<file path="src/rtl/morse_pkg.sv">
// Shared symbol/letter constants, assembler state and push record for the
// Morse receive-side letter decoder.
package morse_pkg;
  localparam logic [1:0] SYM_DIT = 2'b00;
  localparam logic [1:0] SYM_DAH = 2'b11;
  localparam logic [1:0] SYM_EOL = 2'b01;
  localparam logic [1:0] SYM_EOW = 2'b10;

  localparam logic [5:0] LETTER_SPACE   = 6'd36;
  localparam logic [5:0] LETTER_INVALID = 6'd63;

  typedef enum logic [1:0] {ST_IDLE, ST_COLLECT, ST_SPACE_PEND} state_t;

  typedef struct packed {
    logic       vld;
    logic [5:0] code;
  } push_t;
endpackage

</file>
<file path="src/rtl/morse_letter_decoder_if.sv">
// Symbol input stream, letter output stream and status flags of the decoder.
interface morse_letter_decoder_if #(parameter int DEPTH = 4);
  logic                   sym_valid;
  logic                   sym_ready;
  logic [1:0]             sym;
  logic                   letter_valid;
  logic                   letter_ready;
  logic [5:0]             letter;
  logic [$clog2(DEPTH):0] level;
  logic                   err_code;
  logic                   err_drop;

  modport master (
    output sym_valid, sym, letter_ready,
    input  sym_ready, letter_valid, letter, level, err_code, err_drop
  );
  modport slave (
    input  sym_valid, sym, letter_ready,
    output sym_ready, letter_valid, letter, level, err_code, err_drop
  );
endinterface

</file>
<file path="src/rtl/morse_lut.sv">
// Combinational (len, pattern) -> letter code table. Pattern is right-aligned,
// first symbol in the highest occupied bit, 1 = dah.
module morse_lut
  import morse_pkg::*;
#(
  parameter int MAX_SYMS = 6,
  localparam int LW = $clog2(MAX_SYMS + 1)
) (
  input  logic [LW-1:0]       len,
  input  logic [MAX_SYMS-1:0] pattern,
  output logic [5:0]          letter
);
  always_comb begin
    letter = LETTER_INVALID;
    // Nothing in the alphabet is longer than five symbols.
    if (len != '0 && len <= LW'(5) && (pattern >> 5) == '0) begin
      case ({len[2:0], pattern[4:0]})
        8'b001_00000: letter = 6'd4;
        8'b001_00001: letter = 6'd19;
        8'b010_00001: letter = 6'd0;
        8'b010_00000: letter = 6'd8;
        8'b010_00011: letter = 6'd12;
        8'b010_00010: letter = 6'd13;
        8'b011_00100: letter = 6'd3;
        8'b011_00110: letter = 6'd6;
        8'b011_00101: letter = 6'd10;
        8'b011_00111: letter = 6'd14;
        8'b011_00010: letter = 6'd17;
        8'b011_00000: letter = 6'd18;
        8'b011_00001: letter = 6'd20;
        8'b011_00011: letter = 6'd22;
        8'b100_01000: letter = 6'd1;
        8'b100_01010: letter = 6'd2;
        8'b100_00010: letter = 6'd5;
        8'b100_00000: letter = 6'd7;
        8'b100_00111: letter = 6'd9;
        8'b100_00100: letter = 6'd11;
        8'b100_00110: letter = 6'd15;
        8'b100_01101: letter = 6'd16;
        8'b100_00001: letter = 6'd21;
        8'b100_01001: letter = 6'd23;
        8'b100_01011: letter = 6'd24;
        8'b100_01100: letter = 6'd25;
        8'b100_00011: letter = LETTER_SPACE;
        8'b101_11111: letter = 6'd26;
        8'b101_01111: letter = 6'd27;
        8'b101_00111: letter = 6'd28;
        8'b101_00011: letter = 6'd29;
        8'b101_00001: letter = 6'd30;
        8'b101_00000: letter = 6'd31;
        8'b101_10000: letter = 6'd32;
        8'b101_11000: letter = 6'd33;
        8'b101_11100: letter = 6'd34;
        8'b101_11110: letter = 6'd35;
        default:      letter = LETTER_INVALID;
      endcase
    end
  end
endmodule

</file>
<file path="src/rtl/morse_letter_decoder.sv">
// Symbol assembler FSM feeding a letter FIFO with valid/ready output and
// registered error pulses for bad codes and overruns.
module morse_letter_decoder
  import morse_pkg::*;
#(
  parameter int MAX_SYMS = 6,
  parameter int DEPTH    = 4
) (
  input logic                  clk,
  input logic                  rst,
  morse_letter_decoder_if.slave bus
);
  localparam int LW = $clog2(MAX_SYMS + 1);
  localparam int AW = $clog2(DEPTH);
  localparam logic [LW-1:0] LEN_MAX = MAX_SYMS[LW-1:0];
  localparam logic [AW:0]   FULL_LVL = DEPTH[AW:0];

  state_t              state, state_nx;
  logic [LW-1:0]       len, len_nx;
  logic [MAX_SYMS-1:0] pat, pat_nx;
  logic                ovf, ovf_nx;
  push_t               push;
  logic [5:0]          lut_code;
  logic                fire;

  morse_lut #(.MAX_SYMS(MAX_SYMS)) u_lut (.len(len), .pattern(pat), .letter(lut_code));

  assign bus.sym_ready = (state != ST_SPACE_PEND);
  assign fire          = bus.sym_valid && bus.sym_ready;

  always_ff @(posedge clk or posedge rst) begin
    if (rst) begin
      state <= ST_IDLE;
      len   <= '0;
      pat   <= '0;
      ovf   <= 1'b0;
    end else begin
      state <= state_nx;
      len   <= len_nx;
      pat   <= pat_nx;
      ovf   <= ovf_nx;
    end
  end

  always_comb begin
    state_nx = state;
    len_nx   = len;
    pat_nx   = pat;
    ovf_nx   = ovf;
    push     = '0;
    if (state == ST_SPACE_PEND) begin
      push     = '{vld: 1'b1, code: LETTER_SPACE};
      state_nx = ST_IDLE;
    end else if (fire) begin
      if (bus.sym == SYM_DIT || bus.sym == SYM_DAH) begin
        // Extra symbols past MAX_SYMS only poison the letter; pattern is frozen.
        if (len == LEN_MAX) begin
          ovf_nx = 1'b1;
        end else begin
          pat_nx = {pat[MAX_SYMS-2:0], bus.sym == SYM_DAH};
          len_nx = len + 1'b1;
        end
        state_nx = ST_COLLECT;
      end else if (state == ST_COLLECT) begin
        push     = '{vld: 1'b1, code: ovf ? LETTER_INVALID : lut_code};
        len_nx   = '0;
        pat_nx   = '0;
        ovf_nx   = 1'b0;
        state_nx = (bus.sym == SYM_EOW) ? ST_SPACE_PEND : ST_IDLE;
      end else if (bus.sym == SYM_EOW) begin
        push = '{vld: 1'b1, code: LETTER_SPACE};
      end
    end
  end

  logic [5:0]    mem [DEPTH];
  logic [AW-1:0] wr_ptr, rd_ptr;
  logic [AW:0]   count;
  logic          pop, wr, drop;

  // A full FIFO still takes a push when the head leaves on the same edge.
  assign pop  = (count != '0) && bus.letter_ready;
  assign wr   = push.vld && ((count != FULL_LVL) || pop);
  assign drop = push.vld && !wr;

  always_ff @(posedge clk or posedge rst) begin
    if (rst) begin
      for (int i = 0; i < DEPTH; i++) mem[i] <= '0;
      wr_ptr       <= '0;
      rd_ptr       <= '0;
      count        <= '0;
      bus.err_code <= 1'b0;
      bus.err_drop <= 1'b0;
    end else begin
      if (wr) begin
        mem[wr_ptr] <= push.code;
        wr_ptr      <= wr_ptr + 1'b1;
      end
      if (pop) rd_ptr <= rd_ptr + 1'b1;
      case ({wr, pop})
        2'b10:   count <= count + 1'b1;
        2'b01:   count <= count - 1'b1;
        default: count <= count;
      endcase
      bus.err_code <= push.vld && (push.code == LETTER_INVALID);
      bus.err_drop <= drop;
    end
  end

  assign bus.letter       = mem[rd_ptr];
  assign bus.letter_valid = (count != '0);
  assign bus.level        = count;
endmodule

</file>
<file path="src/flat_wrapper.sv">
// flat-port wrapper written by rule: the top's interface ports become plain ports
module morse_letter_decoder_flat import morse_pkg::*;
#(
  parameter int MAX_SYMS = 6,
  parameter int DEPTH    = 4
)
  (clk, rst, bus_sym_valid, bus_sym, bus_letter_ready, bus_sym_ready, bus_letter_valid, bus_letter, bus_level, bus_err_code, bus_err_drop);
  morse_letter_decoder_if #(.DEPTH(DEPTH)) bus_i ();
  input logic clk;
  input logic rst;
  input wire logic [$bits(bus_i.sym_valid)-1:0] bus_sym_valid;
  input wire logic [$bits(bus_i.sym)-1:0] bus_sym;
  input wire logic [$bits(bus_i.letter_ready)-1:0] bus_letter_ready;
  output wire logic [$bits(bus_i.sym_ready)-1:0] bus_sym_ready;
  output wire logic [$bits(bus_i.letter_valid)-1:0] bus_letter_valid;
  output wire logic [$bits(bus_i.letter)-1:0] bus_letter;
  output wire logic [$bits(bus_i.level)-1:0] bus_level;
  output wire logic [$bits(bus_i.err_code)-1:0] bus_err_code;
  output wire logic [$bits(bus_i.err_drop)-1:0] bus_err_drop;
  assign bus_i.sym_valid = bus_sym_valid;
  assign bus_i.sym = bus_sym;
  assign bus_i.letter_ready = bus_letter_ready;
  assign bus_sym_ready = bus_i.sym_ready;
  assign bus_letter_valid = bus_i.letter_valid;
  assign bus_letter = bus_i.letter;
  assign bus_level = bus_i.level;
  assign bus_err_code = bus_i.err_code;
  assign bus_err_drop = bus_i.err_drop;
  morse_letter_decoder #(.MAX_SYMS(MAX_SYMS), .DEPTH(DEPTH)) u_core (.clk(clk), .rst(rst), .bus(bus_i));
endmodule
</file>
<file path="config.mk">
export PLATFORM = sky130hd
export DESIGN_NAME = morse_letter_decoder_flat
export DESIGN_NICKNAME = d
export VERILOG_FILES = /design/src/rtl/morse_pkg.sv /design/src/rtl/morse_letter_decoder_if.sv /design/src/rtl/morse_lut.sv /design/src/rtl/morse_letter_decoder.sv /design/src/flat_wrapper.sv
export SDC_FILE = /design/constraint.sdc
export NUM_CORES = 1
export LEC_CHECK = 0
export ABC_AREA = 1
export CAP_MARGIN = 20
export CORE_ASPECT_RATIO = 1.5
export CORE_MARGIN = 2
export CORE_UTILIZATION = 25
export CTS_BUF_LIST = sky130_fd_sc_hd__clkbuf_4 sky130_fd_sc_hd__clkbuf_8
export DETAILED_ROUTE_END_ITERATION = 6
export RECOVER_POWER = 25
export SLEW_MARGIN = 20
export SYNTH_ARGS = -nofsm -noshare
export SYNTH_HDL_FRONTEND = slang
export SYNTH_HIERARCHICAL = 1
export SYNTH_SLANG_ARGS = --single-unit
export TNS_END_PERCENT = 50
</file>
<file path="constraint.sdc">
create_clock -name clk -period 3.1 [get_ports clk]
set_input_delay 0.775 -clock clk [delete_from_list [all_inputs] [get_ports clk]]
set_output_delay 0.775 -clock clk [all_outputs]
set_load 0.03 [all_outputs]
</file>
Word-level counts from Yosys, hierarchy flattened
Index checks and enable logic that the tools add are counted.
- register bits after elaboration: 45
- input port bits: 6
- output and inout bits: 13
- word-level logic and storage cells: 125
- add/sub/neg operators: 5
- order comparisons: 4
- eq/ne operators: 49
- muxes and demuxes: 29
- bitwise gates (word level): 3
- reduce and logical (&&, ||, !) cells: 22
- operators by type and width (kind ; count):
    $pmux 6 s37 ; 1
    $eq 8x8->1 const B ; 23
    $eq 8x7->1 const B ; 12
    $mux 6 ; 8
    $mux 7 ; 5
    $bwmux 24 ; 1
    $eq 8x6->1 const B ; 2
    $bmux 6 s2 ; 1
    $demux 6 s2 ; 1
    $mux 2 ; 5
    $mux 3 ; 3
    $reduce_bool 3->1 ; 3
    $eq 2x2->1 const B ; 4
    $logic_and 1x1->1 ; 8
    $reduce_and 4->1 ; 2
    $add 3x1->3 const B ; 2
    $eq 6x6->1 const B ; 1
    $ge 3x3->1 const B ; 2
    $logic_not 6->1 ; 1
    $ne 2x2->1 const B ; 3
    $not 2->3 ; 2
    $pmux 3 s2 ; 1
    $reduce_bool 2->1 ; 3
    $add 2x1->2 const B ; 2
    other kinds (12) ; 16

Longest topological paths before layout
Gate-level depths: netlist of run 1.
- depth after elaboration: 12
- mapped depth: 17
- mapped depth without buffers: 16

Cells and area by module
The synthesis of run 1 kept the hierarchy.
- modules (own cells, without submodules) (module ; instances ; cells each ; area an instance (um2) ; seq. area each (um2)):
    morse_letter_decoder ; 1 ; 273 ; 2418.6 ; 1126.1
    morse_lut ; 1 ; 169 ; 738.2 ; 0.0

Worst setup path before layout of run 1
Ideal clock, no wire load.
- path kind: in2reg
- from: input port bus_sym[0]
- to: register u_core.count[2] (netlist: u_core/bus.level[2])
- setup time: 131 ps
- arrival time: 2624 ps
- data required time: 2969 ps
- path slack: 345 ps
- cell stages on the path: 15
- buffers on the path: 1
- path through: inv_1 > ha_1 > inv_2 > nand3_1 > nand2_1 > inv_2 > nand2_4 > buf_6 > nand2_2 > ha_1 > inv_1 > fa_1 > a21oi_1 > o21ai_0 > xor2_1
- cells in the longest elaborated chain, start to end: 9
- elaborated cells between the ends (all ways): 14
- classes of those cells: eq/ne: 4; mux: 6; reduce/logical: 4
- ends and longest elaborated chain (what ; RTL line ; source):
    start, declared ; flat_wrapper.sv:12 ; input wire logic [$bits(bus_i.sym)-1:0] bus_sym;
    $eq 2x2->1 ; morse_letter_decoder.sv:70 ; end else if (bus.sym == SYM_EOW) begin
    $mux 7 ; morse_letter_decoder.sv:70 ;
    $mux 7 ; morse_letter_decoder.sv:64 ; end else if (state == ST_COLLECT) begin
    $mux 7 (*) ; morse_letter_decoder.sv:55 ; if (bus.sym == SYM_DIT || bus.sym == SYM_DAH) begin
    $mux 7 (*) ; morse_letter_decoder.sv:54 ; end else if (fire) begin
    $mux 7 (*) ; morse_letter_decoder.sv:51 ; if (state == ST_SPACE_PEND) begin
    $logic_and 1x1->1 (*) ; morse_letter_decoder.sv:83 ; assign wr = push.vld && ((count != FULL_LVL) || pop);
    $eq 2x1->1 or $eq 2x2->1 (tied branches) ; morse_letter_decoder.sv:100 ; case ({wr, pop})
    $pmux 3 s2 or $reduce_bool 2->1 (tied branches) ; -- ;
    end signal, assigned ; morse_letter_decoder.sv:101 ; 2'b10: count <= count + 1'b1;
    end signal, assigned ; morse_letter_decoder.sv:102 ; 2'b01: count <= count - 1'b1;
    end signal, assigned ; morse_letter_decoder.sv:103 ; default: count <= count;
    end, declared ; morse_letter_decoder.sv:78 ; logic [AW:0] count;
Every way passes the cells marked *; elsewhere a longest branch is shown, timed or not.
A chain may end at the register's enable or synchronous reset.

Worst setup path in the final report of run 1
Ends and elaborated chain as after synthesis.

==> results.sh, run 1 <==
export IMPL_outcome="finished, final reports clean"
export IMPL_tritoncts="done"
export IMPL_place_inst=613
export IMPL_grtUsageMet2_pct=22.6
export IMPL_p_seq_share_pct=29.2
export IMPL_dp_hpwl_microns=6350
export IMPL_busiest_layer="met2"
export IMPL_grt_usage_pct=12.3
export IMPL_cts_root_buf="clkbuf_8"
export IMPL_drive_above_1_share_pct=12.9
export IMPL_mappedNetlistArea_sq_um=3160
export IMPL_final_cell_mix="nand2_1 (145), nor2_1 (52), dfrtp_1 (45)"
export IMPL_postCtsSetupBuffers=0
export IMPL_cp_num_buf_inv=5
export IMPL_vias=2926
export IMPL_n_antenna_cell=0
export IMPL_critical_path_top_delay_family="adder cells"
export IMPL_fin_skew_ns=0.00861
export IMPL_slew_headroom_pct=22.9
export IMPL_cp_slowest_stage_delay_ns=0.48
export IMPL_antenna_left=0
export IMPL_min_period_ns=2.81
export IMPL_final_setup_tns_ns=0
export IMPL_fin_cells=621
export IMPL_use_met1_pct=14.0
export IMPL_cpMaxStageDelayCell="clkdlybuf4s50_1"
export IMPL_grt_pass1_wl_microns=13300
export IMPL_report_final_hold_viol_count=0
export IMPL_layout_commonest_cell="nand2_1"
export IMPL_start_util_pct=25.5
export IMPL_p_leak_nw=1.79
export IMPL_cp_arrival_ns=2.98
export IMPL_post_drt_wl_per_cell_microns=12.9
export IMPL_power_density_nw_per_um2=934
export IMPL_row_count=50
export IMPL_crit_chain="clkdlybuf4s50_1 -> inv_1 -> ha_1 -> inv_2 -> nand3_1 -> nand2_1 -> inv_2 -> nand2_4 -> nand2_2 -> ha_1 -> inv_1 -> fa_1 -> a21oi_1 -> o21ai_0 -> xor2_1"
export IMPL_dieWidth_microns=95.8
export IMPL_first_pass_iters=4
export IMPL_finalMaxSlewViolations=0
export IMPL_numPortBuffers=18
export IMPL_drt_total_wl_microns=8040
export IMPL_hp_class="flip-flop to flip-flop"
export IMPL_max_freq_mhz=356
export IMPL_post_synth_top_area_fraction_pct=35.7
export IMPL_combPwrFrac_pct=57.0
export IMPL_clock_sinks=45
export IMPL_finalNetCount=481
export IMPL_io_pins=19
export IMPL_start_kind="input pin"
export IMPL_drtIter0Drc=135
export IMPL_grt_max_degree=46
export IMPL_utilization_pct=29.3
export IMPL_end_kind="flip-flop"
export IMPL_tightest_slew_ns=1.16
export IMPL_dieArea_sq_um=13600
export IMPL_setup_viol_count_final=0
export IMPL_p_total_w=0.00340
export IMPL_peakVddDrop_mv=0.343
export IMPL_hold_slack_ns=0.477
export IMPL_netlist_top_cells_area="dfrtp_1 (36%), nand2_1 (17%), nor2_1 (6.2%)"
export IMPL_htree_levels=2
export IMPL_cts_resized_gates=0
export IMPL_drc=0
export IMPL_synth_seq_area_share_pct=35.7
export IMPL_syn_inst=442
export IMPL_path_clk_slew_ns=0.09
export IMPL_cts_inserted_buffers=5
export IMPL_power_share_clock_pct=13.8
export IMPL_crit_fanout=3
export IMPL_intPower_w=0.00175
export IMPL_use_met3_pct=1.86
export IMPL_cts_buffer_depth=2
export IMPL_path_class="input pin to flip-flop"
export IMPL_yosys_warnings=6
export IMPL_avgSynthCellArea_sq_um=7.14
export IMPL_post_route_period_util_pct=90.7
export IMPL_ys_seq_elements=45
export IMPL_die_y_microns=142
export IMPL_cap_violations=0
export IMPL_vias_per_cell=4.71
export IMPL_antenna_found_initial=0
export IMPL_grt_ovfl_total=0
export IMPL_switching_share_pct=48.5
export IMPL_rsz0062_at_grt="no"
export IMPL_synth_fp_nets=459
export IMPL_cp_data_required_time_ns=3.27
export IMPL_clk_latency_ns=0.30
export IMPL_synth_top_area_cell="dfrtp_1"
export IMPL_grt_pass1_vias=2815
export IMPL_coreArea_sq_um=12400
export IMPL_yosys_cell_types_count=38
export IMPL_p_switching_w=0.00165
export IMPL_cts_hold_repair_buffers=0
export IMPL_gp_congestion=0.907
export IMPL_syn2layout_area_growth_pct=15.1
-- worst register-to-register path, stage by stage, from the launching register on --
cell	delay, ns
dfrtp_1	0.47
inv_1	0.10
nand2_1	0.12
nor2_2	0.45
inv_1	0.14
nor2_1	0.19
nor2_2	0.10
nor3b_1	0.16
nand2_1	0.07
nor2_1	0.06
nor3_2	0.28
nand4_1	0.16
nand2_1	0.09
-- stage by stage --
| step | setup slack [ns] | area [sq um] |
|---|---|---|
| floorplan | 0.345 | 3160 |
| global placement | -0.0255 | 3520 |
| detailed placement | -0.0374 | 3520 |
| CTS | 0.281 | 3640 |
| global route | 0.0260 | 3630 |
| finish | 0.289 | 3630 |
-- cells in the mapped netlist, drive strengths merged --
| cell | instances |
|---|---|
| xor2 | 3 |
| clkbuf | 5 |
| fa | 1 |
| and3 | 2 |
| nor3b | 1 |
| ha | 10 |
| a21oi | 8 |
| xnor2 | 1 |
| buf | 7 |
| o21a | 2 |
| dfrtp | 45 |
| nand3b | 2 |
| o31ai | 1 |
| inv | 38 |
| nor2 | 58 |
| nand3 | 26 |
| and2 | 2 |
| or2 | 2 |
| nand2 | 156 |
| nand4 | 28 |
| o22ai | 6 |
| o21ai | 31 |
| nor3 | 6 |
| clkinv | 1 |
-- power by group through the flow --
stage	Sequential (W)	Combinational (W)	Clock (W)
5_1_grt	0.00103	0.00216	0.000511
4_1_cts	0.000991	0.00195	0.000486
2_1_floorplan	0.000988	0.00139	0
6_report	0.000991	0.00193	0.000470
3_5_place_dp	0.00100	0.00194	0
3_3_place_gp	0.000994	0.00192	0
-- cells by family (layout without fill, tap and decap cells) --
kind of cell    Yosys count  in the layout  synth area share [%]
buf+inv                  51             74                  7.25
xor+xnor                  4              4                  1.11
fa+ha+maj                11             11                  4.60
simple gates            283            283                  42.1
compound gates           48             48                  9.27
flops                    45             45                  35.7
-- routing by layer --
layer  share of wire [%]  vias up
met5                   0        -
li1                    -     1484
met2                  55       58
met1                  40     1373
met3                 3.1       11
met4                 2.0        0
-- final cells by class --
cell class	count	area [sq um]
flip-flops and latches	45	1130
repair buffers	27	245
inverters	39	146
clock buffers	7	90.1
well taps	156	195
clock inverters	1	30.0
fillers	1376	8750
multi-input cells	346	1800
-- sequential cells by signal (all words and copies together), names as in the netlist --
name	count
u_core/bus.err_code	1
u_core/bus.err_drop	1
u_core/bus.level	3
u_core/len	3
u_core/mem	24
u_core/ovf	1
u_core/pat	6
u_core/rd_ptr	2
u_core/state	2
u_core/wr_ptr	2
-- path summary, 6_finish.rpt --
path | startpoint | to | slack, ns | cells past startpoint
worst max-delay path | bus_sym[0] | u_core/bus.level[2] | 0.29 | 15
worst min-delay path | u_core/mem[17] | u_core/mem[17] | 0.48 | 2
worst max register to register | u_core/len[0] | u_core/mem[10] | 0.66 | 12
worst min register to register | u_core/mem[17] | u_core/mem[17] | 0.48 | 2
max in group asynchronous | rst | u_core/len[2] | 1.08 | 3
min in group asynchronous | rst | u_core/mem[21] | 1.30 | 3
No activity file was read; power rests on OpenSTA's default activity.
==> run 2, diff against run 1 <==
Settings changed: PLACE_DENSITY from default to 0.51.
==> results.sh, run 2 (synthesized netlist as in run 1, its figures left out) <==
export IMPL_min_period_ns=2.86
export IMPL_finalMaxSlewViolations=0
export IMPL_gp_congestion=0.881
export IMPL_largest_register="u_core/mem"
export IMPL_place_inst=613
export IMPL_row_count=50
export IMPL_cts_buffer_depth=2
export IMPL_drc=0
export IMPL_n_antenna_cell=0
export IMPL_start_kind="flip-flop"
export IMPL_post_drt_wl_per_cell_microns=13.7
export IMPL_postCtsSetupBuffers=0
export IMPL_path_clk_slew_ns=0.09
export IMPL_cp_arrival_ns=2.09
export IMPL_clock_sinks=45
export IMPL_setup_viol_count_final=0
export IMPL_max_freq_mhz=349
export IMPL_vias=2922
export IMPL_n_fill_cell=1385
export IMPL_htree_levels=2
export IMPL_first_pass_iters=4
export IMPL_cp_data_required_time_ns=2.32
export IMPL_cts_inserted_buffers=5
export IMPL_grt_usage_pct=13.9
export IMPL_drtIter0Drc=139
export IMPL_clk_latency_ns=0.31
export IMPL_drt_total_wl_microns=8500
export IMPL_tritoncts="done"
export IMPL_place_area_sq_um=3520
export IMPL_crit_fanout=15
export IMPL_pre_cts_slack_ns=-0.0160
export IMPL_fin_cells=621
export IMPL_die_y_microns=142
export IMPL_dieWidth_microns=95.8
export IMPL_numPortBuffers=18
export IMPL_dp_hpwl_microns=6630
export IMPL_drive_above_1_share_pct=12.9
export IMPL_finalNetCount=481
export IMPL_vias_per_cell=4.71
export IMPL_io_pins=19
export IMPL_peakVddDrop_mv=0.240
export IMPL_cts_root_buf="clkbuf_8"
export IMPL_syn2layout_area_growth_pct=15.0
export IMPL_final_setup_worst_slack_ns=0.235
export IMPL_grt_pass1_vias=3047
export IMPL_outcome="finished, final reports clean"
export IMPL_post_route_cell_area_sq_um=3630
export IMPL_antenna_left=0
export IMPL_end_kind="output pin"
export IMPL_cap_violations=0
export IMPL_coreArea_sq_um=12400
export IMPL_report_final_hold_viol_count=0
export IMPL_cts_hold_repair_buffers=0
export IMPL_p_leak_nw=1.78
export IMPL_layout_commonest_cell="nand2_1"
export IMPL_top_regs="u_core/mem (24), u_core/pat (6)"
export IMPL_start_util_pct=25.5
export IMPL_dieArea_sq_um=13600
export IMPL_fin_skew_ns=0.00692
export IMPL_tightest_slew_ns=0.697
export IMPL_power_density_nw_per_um2=936
export IMPL_grt_ovfl_total=0
export IMPL_rsz0062_at_grt="no"
export IMPL_slew_headroom_pct=53.5
export IMPL_post_route_period_util_pct=92.4
export IMPL_hp_class="flip-flop to flip-flop"
export IMPL_grt_max_degree=32
export IMPL_hold_slack_ns=0.483
export IMPL_largest_reg_flops=24
export IMPL_final_cell_mix="nand2_1 (145), nor2_1 (52), dfrtp_1 (44)"
export IMPL_grt_pass1_wl_microns=14800
export IMPL_antenna_found_initial=0
export IMPL_path_class="flip-flop to output pin"
[run 2: changes by cell type in the layout (fill, tap and decap cells not counted), sizes merged]
cell / before / now
inv: 37 / 38
clkbuf: 8 / 7
[run 2: metrics by stage]
stage | setup TNS [ns] | utilization [%] | total power (W)
final | 0 | 29.3 | 0.00340
after global routing | 0 | 29.3 | 0.00373
after CTS | 0 | 29.3 | 0.00343
after detailed placement | -0.0160 | 28.4 | 0.00296
after floorplan | 0 | - | 0.00238
after global placement | 0 | 28.4 | 0.00295
[run 2: final timing paths]
kind,cells after the start,slack (ns),end,startpoint
min in group asynchronous,2,1.01,u_core/pat[5],rst
min,2,0.48,u_core/mem[14],u_core/mem[14]
max in group asynchronous,3,1.12,u_core/mem[22],rst
max,4,0.24,bus_letter[4],u_core/rd_ptr[0]
max reg2reg,13,0.56,u_core/mem[0],u_core/len[1]
min reg2reg,2,0.48,u_core/mem[14],u_core/mem[14]
[run 2: what timing repair did]
item | 4_1_cts | 5_1_grt
hold endpoints to repair | 0 | 0
resized for setup | 0 | 1
setup endpoints to repair | 0 | 6
[run 2: per-layer routing]
metal / share of wire (%) / routed length, microns / track usage (%) / up-vias
met5: 0 / 0 / 0 / -
met4: 4.1 / 349 / 6.99 / 0
met3: 3.6 / 302 / 2.28 / 26
met2: 50 / 4280 / 23.6 / 69
met1: 42 / 3570 / 16.6 / 1347
li1: - / - / - / 1480
[run 2: area by class of cell]
cell class / count / area [sq um] / area share, %
multi-input combinational: 346 / 1800 / 49.6
clock inverter: 2 / 38.8 / 1.07
clock buffer: 6 / 76.3 / 2.10
sequential: 45 / 1130 / 31.1
timing repair buffer: 27 / 244 / 6.72
inverter: 39 / 146 / 4.03
tap: 156 / 195 / 5.38
[run 2: power by group]
group          total [W]  internal [W]  switching, W
combinational    0.00191      0.000667       0.00125
sequential       0.00102      0.000797      0.000225
clock           0.000462      0.000251      0.000212
[run 2: critical path: stages (launching register included)]
cell and delay [ns]:
dfrtp_2 0.51, inv_1 0.27, o21ai_0 0.16, o22ai_1 0.15, clkdlybuf4s50_1 0.69
==> run 3, diff against run 2 <==
Settings changed: SETUP_SLACK_MARGIN from default to 0.3.
==> results.sh, run 3 (synthesized netlist as in run 1, its figures left out) <==
export IMPL_place_area_sq_um=3520
export IMPL_dieArea_sq_um=13600
export IMPL_cp_arrival_ns=2.03
export IMPL_syn2layout_area_growth_pct=15.0
export IMPL_drt_total_wl_microns=8510
export IMPL_report_final_hold_viol_count=0
export IMPL_outcome="finished, final reports clean"
export IMPL_finalNetCount=481
export IMPL_cap_violations=0
export IMPL_top_regs="u_core/mem (24), u_core/pat (6)"
export IMPL_cts_buffer_depth=2
export IMPL_clk_latency_ns=0.31
export IMPL_n_antenna_cell=0
export IMPL_post_route_cell_area_sq_um=3630
export IMPL_hp_class="flip-flop to flip-flop"
export IMPL_numPortBuffers=18
export IMPL_antenna_left=0
export IMPL_slew_headroom_pct=53.4
export IMPL_cpMaxStageDelayCell="clkdlybuf4s50_1"
export IMPL_largest_reg_flops=24
export IMPL_grt_ovfl_total=0
export IMPL_path_clk_slew_ns=0.09
export IMPL_crit_chain="inv_1 -> o21ai_0 -> o22ai_1 -> clkdlybuf4s50_1"
export IMPL_tightest_slew_ns=0.699
export IMPL_first_pass_iters=4
export IMPL_fin_cells=621
export IMPL_cts_root_buf="clkbuf_8"
export IMPL_grt_pass1_vias=3045
export IMPL_antenna_found_initial=0
export IMPL_drtIter0Drc=145
export IMPL_die_y_microns=142
export IMPL_htree_levels=2
export IMPL_final_cell_mix="nand2_1 (145), nor2_1 (52), dfrtp_1 (44)"
export IMPL_clock_sinks=45
export IMPL_end_kind="output pin"
export IMPL_rsz0062_at_grt="yes"
export IMPL_peakVddDrop_mv=0.241
export IMPL_start_kind="flip-flop"
export IMPL_path_class="flip-flop to output pin"
export IMPL_dieWidth_microns=95.8
export IMPL_place_inst=613
export IMPL_tritoncts="done"
export IMPL_grt_max_degree=32
export IMPL_grt_pass1_wl_microns=14800
export IMPL_crit_fanout=15
export IMPL_row_count=50
export IMPL_max_freq_mhz=356
export IMPL_io_pins=19
export IMPL_power_density_nw_per_um2=928
export IMPL_p_leak_nw=1.82
export IMPL_drc=0
export IMPL_cp_data_required_time_ns=2.32
export IMPL_dp_hpwl_microns=6630
export IMPL_cp_slowest_stage_delay_ns=0.69
export IMPL_hold_slack_ns=0.483
export IMPL_drive_above_1_share_pct=12.9
export IMPL_final_setup_tns_ns=0
export IMPL_finalMaxSlewViolations=0
export IMPL_cts_hold_repair_buffers=0
export IMPL_min_period_ns=2.81
export IMPL_vias=2919
export IMPL_largest_register="u_core/mem"
export IMPL_grt_usage_pct=13.9
export IMPL_cts_inserted_buffers=5
export IMPL_post_route_period_util_pct=90.6
export IMPL_start_util_pct=25.5
export IMPL_post_drt_wl_per_cell_microns=13.7
export IMPL_layout_commonest_cell="nand2_1"
export IMPL_fin_skew_ns=0.00566
export IMPL_coreArea_sq_um=12400
export IMPL_vias_per_cell=4.70
export IMPL_setup_viol_count_final=0
export IMPL_gp_congestion=0.881
-- run 3: cell types whose count changed in the layout (fill, tap and decap cells not counted), sizes merged --
cell / change
clkdlybuf4s50: -5
dlygate4sd2: +3
dlymetal6s2s: +2
-- run 3: where the power goes --
part	internal (W)	leakage (nW)	switching [W]
clock network	0.000251	0.0588	0.000211
registers	0.000797	0.584	0.000225
logic	0.000640	1.18	0.00125
total	0.00169	1.82	0.00168
-- run 3: worst paths after layout --
path                             startpoint               end  slack (ns)  depth (start not counted)
setup / recovery           u_core/rd_ptr[0]     bus_letter[3]        0.29                          4
hold / removal               u_core/mem[14]    u_core/mem[14]        0.48                          2
setup reg to reg              u_core/len[1]     u_core/mem[0]        0.53                         13
hold reg to reg              u_core/mem[14]    u_core/mem[14]        0.48                          2
max in group asynchronous               rst  u_core/rd_ptr[1]        1.12                          3
min in group asynchronous               rst     u_core/pat[5]        1.01                          2
-- run 3: timing repair --
action / CTS / global route
pin swaps: 0 / 0
endpoints found under the setup margin: 6 / 7
gates resized for setup: 4 / 3
setup buffers: 0 / 0
cloned: 0 / 0
-- run 3: stage by stage --
stage	setup slack (ns)	util (%)	power [W]
CTS	0.251	29.3	0.00341
detailed placement	-0.0160	28.4	0.00296
finish	0.291	29.3	0.00337
floorplan	0.345	-	0.00238
global route	0.135	29.3	0.00370
global placement	0.00348	28.4	0.00295
-- run 3: routing by layer --
layer	wire length, microns	GRT usage [%]	vias up
met5	0	0	-
met3	290	2.28	25
met4	325	6.99	0
met2	4300	23.5	66
li1	-	-	1481
met1	3600	16.6	1347
-- run 3: cell type report --
class	count	area, sq um
clock inverters	2	38.8
multi-input cells	346	1800
well taps	156	195
flip-flops and latches	45	1130
repair buffers	27	245
clock buffers	6	76.3
inverters	39	146
fillers	1388	8760
-- run 3: critical path, delay by kind of cell (launching register included) --
kind / cells / cell delay (ns)
AOI/OAI and AO/OA: 2 / 0.25
buffers and inverters: 2 / 0.96
DFF: 1 / 0.52
